--- src/rtl/iso_addsub_pipe.sv ---
// iso_addsub_pipe: two-stage, operand-isolated add/sub/accumulate datapath with
// valid/ready handshaking on both sides.
//   Stage 1 registers the opcode and operands, and loads each operand register
//   only for the opcodes that use it.
//   Stage 2 computes the result and commits the accumulator.
// Optional feature macro: ADD_SAT_EN (saturating unsigned arithmetic; default wraps).
module iso_addsub_pipe #(
  parameter int unsigned N = 32
) (
  input  logic         clk,
  input  logic         rst_n,
  input  logic         in_valid,
  output logic         in_ready,
  input  logic [2:0]   SEL,
  input  logic [N-1:0] DATA_1,
  input  logic [N-1:0] DATA_2,
  output logic         out_valid,
  input  logic         out_ready,
  output logic [N-1:0] out_data,
  output logic         out_flag,
  output logic [N-1:0] acc_q
);

  localparam logic [2:0] OpPassA = 3'b000;
  localparam logic [2:0] OpAdd   = 3'b001;
  localparam logic [2:0] OpSub   = 3'b100;
  localparam logic [2:0] OpAcc   = 3'b101;
  localparam logic [2:0] OpClr   = 3'b110;

  // Stage-1 state
  logic         s1_valid;
  logic [2:0]   s1_op;
  logic [N-1:0] a1;
  logic [N-1:0] b1;
  logic [N-1:0] p1;

  // Handshake and isolation controls
  logic         adv2;
  logic         adv1;
  logic         accept;
  logic         ld_a;
  logic         ld_b;
  logic         ld_p;
  logic [N-1:0] p_next;

  // Stage-2 results
  logic [N:0]   sum;
  logic [N:0]   diff;
  logic [N:0]   acc_sum;
  logic [N-1:0] res_data;
  logic         res_flag;
  logic [N-1:0] acc_d;
  logic         acc_we;

  // Pipeline advance conditions; in_ready never depends on in_valid.
  always_comb begin
    adv2     = !out_valid || out_ready;
    adv1     = !s1_valid || adv2;
    in_ready = adv1;
    accept   = in_valid && adv1;
  end

  // Operand-register load enables: arithmetic registers stay frozen on pass/clear
  // ops so the adder inputs do not toggle, and b1 is also frozen on accumulate.
  always_comb begin
    ld_a   = 1'b0;
    ld_b   = 1'b0;
    ld_p   = 1'b0;
    p_next = DATA_1;
    case (SEL)
      OpAdd, OpSub: begin
        ld_a = 1'b1;
        ld_b = 1'b1;
      end
      OpAcc: ld_a = 1'b1;
      OpClr: ;
      3'b010, 3'b011: begin
        ld_p   = 1'b1;
        p_next = DATA_2;
      end
      default: ld_p = 1'b1;  // 000 and reserved 111 pass DATA_1
    endcase
  end

  // Stage-1 register: opcode, valid and gated operand registers.
  always_ff @(posedge clk or negedge rst_n) begin
    if (!rst_n) begin
      s1_valid <= 1'b0;
      s1_op    <= OpPassA;
      a1       <= '0;
      b1       <= '0;
      p1       <= '0;
    end else begin
      if (adv1) begin
        s1_valid <= accept;
      end
      if (accept) begin
        s1_op <= SEL;
        if (ld_a) a1 <= DATA_1;
        if (ld_b) b1 <= DATA_2;
        if (ld_p) p1 <= p_next;
      end
    end
  end

  // Stage-2 datapath; accumulate always reads the committed acc_q, so
  // back-to-back accumulates chain without forwarding.
  always_comb begin
    sum      = {1'b0, a1} + {1'b0, b1};
    diff     = {1'b0, a1} - {1'b0, b1};
    acc_sum  = {1'b0, acc_q} + {1'b0, a1};
    res_data = p1;
    res_flag = 1'b0;
    acc_d    = acc_q;
    acc_we   = 1'b0;
    case (s1_op)
      OpAdd: begin
`ifdef ADD_SAT_EN
        res_data = sum[N] ? '1 : sum[N-1:0];
`else
        res_data = sum[N-1:0];
`endif
        res_flag = sum[N];
      end
      OpSub: begin
`ifdef ADD_SAT_EN
        res_data = diff[N] ? '0 : diff[N-1:0];
`else
        res_data = diff[N-1:0];
`endif
        res_flag = diff[N];  // borrow: a1 < b1
      end
      OpAcc: begin
`ifdef ADD_SAT_EN
        res_data = acc_sum[N] ? '1 : acc_sum[N-1:0];
`else
        res_data = acc_sum[N-1:0];
`endif
        res_flag = acc_sum[N];
        acc_d    = res_data;
        acc_we   = 1'b1;
      end
      OpClr: begin
        res_data = '0;
        acc_d    = '0;
        acc_we   = 1'b1;
      end
      default: ;  // pass ops use p1 with flag 0
    endcase
  end

  // Stage-2 register: output holds while stalled; accumulator commits with the result.
  always_ff @(posedge clk or negedge rst_n) begin
    if (!rst_n) begin
      out_valid <= 1'b0;
      out_data  <= '0;
      out_flag  <= 1'b0;
      acc_q     <= '0;
    end else if (adv2) begin
      out_valid <= s1_valid;
      if (s1_valid) begin
        out_data <= res_data;
        out_flag <= res_flag;
        if (acc_we) acc_q <= acc_d;
      end
    end
  end

endmodule

--- config.mk ---
export PLATFORM = sky130hd
export DESIGN_NAME = iso_addsub_pipe
export DESIGN_NICKNAME = d
export VERILOG_FILES = /design/src/rtl/iso_addsub_pipe.sv
export SDC_FILE = /design/constraint.sdc
export NUM_CORES = 1
export LEC_CHECK = 0
export BUFFER_PORTS_ARGS = -buffer_cell sky130_fd_sc_hd__buf_4
export CAP_MARGIN = 15
export CORE_ASPECT_RATIO = 1.1
export CORE_MARGIN = 1
export CORE_UTILIZATION = 35
export CTS_CLUSTER_DIAMETER = 200
export CTS_CLUSTER_SIZE = 25
export DETAILED_ROUTE_END_ITERATION = 12
export GPL_ROUTABILITY_DRIVEN = 1
export PLACE_DENSITY = 0.64
export SKIP_CTS_REPAIR_TIMING = 1
export SLEW_MARGIN = 20
export SYNTH_ARGS = -nofsm -noshare
export SYNTH_HDL_FRONTEND = slang
export SYNTH_SLANG_ARGS = --single-unit
--- constraint.sdc ---
create_clock -name clk -period 2.9 [get_ports clk]
set_input_delay 0.435 -clock clk [delete_from_list [all_inputs] [get_ports clk]]
set_output_delay 0.435 -clock clk [all_outputs]
set_load 0.005 [all_outputs]
==> metrics.txt <==
Switching Power=8.44 mW; vias post-DR=13057; initial drt markers=1021; post-synthesis sequential area ratio=0.327; Switching Fraction=0.444; PD cells=1050 nW/um^2; DR vias/cell=5.62; # port buffers=137; wl on met1=22200 um; max-slew violation count=0; TritonCTS Buffers=17; Final #Nets=1999; DRC Markers=0; clk_skew=17.6 ps; period utilization=1.09; Netlist cell types=81; initial antenna violation count=0; floorplan die height=202 um; Synth top cells by count=dfrtp_1 (166), a21oi_1 (131), nand2_1 (127); met3 WL=2420 um; Max Clk Rate=0.316 GHz; met2 wire length=24400 um; placed cells=2257; Leak=8.41 nW; critical path required time=3240 ps; Post-Syn Nets=1614; largest fanout on the critical path=5; Worst Max-Slew Pin Slew=1130 ps; RSZ-0062 raised after global routing=yes; Setup CP Type=reg2reg; clk slew on worst S/H paths=80 ps; WL/cell=22.0 um; Bufs on Longest Clock Path=2; count leader, synth=dfrtp_1; Comb pwr share=0.672; Starting Density=0.358; Top Layer Used=met4; final worst slack=-262 ps; Post-Syn Instances=1443; WL final=51100 um; final hold vios=0; Main synth FF type=dfrtp_1; minimum clock period=3160 ps; Yosys top cell area share=0.327; # rows=72; pin count of the biggest net entering global routing=65; CTS Sinks=166; Routed Antenna Nets=0; area delta synth->final=42.9%; clock network fraction of total power=0.134; Ports=138; violated checks=setup timing; critical path endpoint category=register; vias in the first global route=12759; sequential power share=0.194; Synth Warn #=0; Tot GR Track Use=0.272; Rel. slew slack=0.246; Synth area leader=dfrtp_1; die area=37000 sq um; GPL Wtd Cong=0.966; Seq cells post-synth=166; fill count=3326; Synth Area per Inst=8.79 sq um; drt pass-1 iters=5; Fin Setup TNS=-2790 ps; n_diodes=0; core region area=35400 sq um; outcome=complete, but fails checks; crit start category=register; Overall Power=19.0 mW; synth top area cells=dfrtp_1 (33%), ha_1 (9.6%), mux2_2 (6.0%); H-tree depth=4; DPL Wire Length=39100 um; arrival time worst endpoint=3500 ps; GR Overflow Total=0; WHS=162 ps; final setup fails=19; Hold WC Path Type=in2reg; synthesized area=12700 sq um; Synth async-reset ratio=1.00; first-pass GRT wire length=75600 um; worst skew pair latency=480 ps; TritonCTS clock tree=built; Post-Layout Cell Count=2322; Layout Utilization=0.512; Post-synth EDFFs=0; layout cells sized above 1=0.384; Int Power=10.6 mW; maximum VDD drop=0.612 mV; Die Width=184 um; root buffer cell=clkbuf_16; Max Cap Viol=0
[critical path: stages, from the launching register on]
cell and delay [ps]:
dfrtp_2 460, inv_1 180, buf_4 150, fa_2 200, nor2b_2 50, o211a_1 260, a2111o_1 480, a21oi_4 250
o21ai_4 110, a221oi_4 320, xnor2_2 170, a311oi_2 240, a21oi_1 130
[metrics by stage]
stage | setup slack, ps | cell area (sq um)
floorplan | 51.8 | 12700
global placement | -503 | 16200
detailed placement | -518 | 16200
CTS | -564 | 16800
global route | -331 | 18100
finish | -262 | 18100
[cell families (layout without fill, tap and decap cells)]
family | count (synthesis) | after routing | synth area share
compound gates | 487 | 487 | 0.252
simple gates | 370 | 370 | 0.140
flops | 166 | 166 | 0.327
buf+inv | 151 | 549 | 0.0462
mux | 113 | 113 | 0.0960
fa+ha+maj | 100 | 100 | 0.100
xor+xnor | 56 | 56 | 0.0387
[layer usage]
metal	up-vias	global-route usage
met5	-	0
met4	0	0.118
met3	130	0.0369
met2	451	0.450
met1	6381	0.351
li1	6095	-
[state kept, by name, summed over array words and instances, names as in the netlist]
signal / flops
a1: 32
acc_q: 32
b1: 32
out_data: 32
out_flag: 1
out_valid: 1
p1: 32
s1_op: 3
s1_valid: 1
[cells in the final DEF, fill, tap and decap left out, types with 25 or more instances in the layout]
| cell | synthesis | layout |
|---|---|---|
| a21oi_1 | 131 | 112 |
| buf_4 | 3 | 421 |
| buf_6 | 0 | 25 |
| dfrtp_1 | 166 | 162 |
| ha_1 | 97 | 76 |
| inv_1 | 63 | 58 |
| mux2_2 | 68 | 68 |
| mux2i_1 | 44 | 43 |
| nand2_1 | 127 | 124 |
| nor2_1 | 80 | 79 |
| nor3_1 | 31 | 27 |
| o21ai_0 | 109 | 101 |
| xnor2_1 | 38 | 33 |
[cell type report]
type	instances	area, sq um	area share
repair buffers	452	3540	0.195
clock buffers	21	470	0.0259
clock inverters	11	163	0.00897
multi-input cells	1126	8950	0.494
inverters	65	244	0.0135
flip-flops and latches	166	4160	0.229
well taps	481	602	0.0332
[power groups by stage]
stage	clock [mW]	combinational [mW]	sequential [mW]
2_1_floorplan	0	5.77	3.52
3_3_place_gp	0	10.8	3.66
3_5_place_dp	0	10.8	3.67
4_1_cts	2.60	10.9	3.64
5_1_grt	2.68	13.7	3.76
6_report	2.55	12.8	3.69
[path summary, 6_finish.rpt]
kind,startpoint,end,slack (ps),cells after the start
max,a1[1],out_data[28],-260,12
min,in_valid,s1_valid,160,2
max reg2reg,a1[1],out_data[28],-260,12
min reg2reg,p1[23],p1[23],480,2
max in group asynchronous,rst_n,out_flag,1770,3
min in group asynchronous,rst_n,acc_q[1],450,2
(Power assumes the default switching activity.)
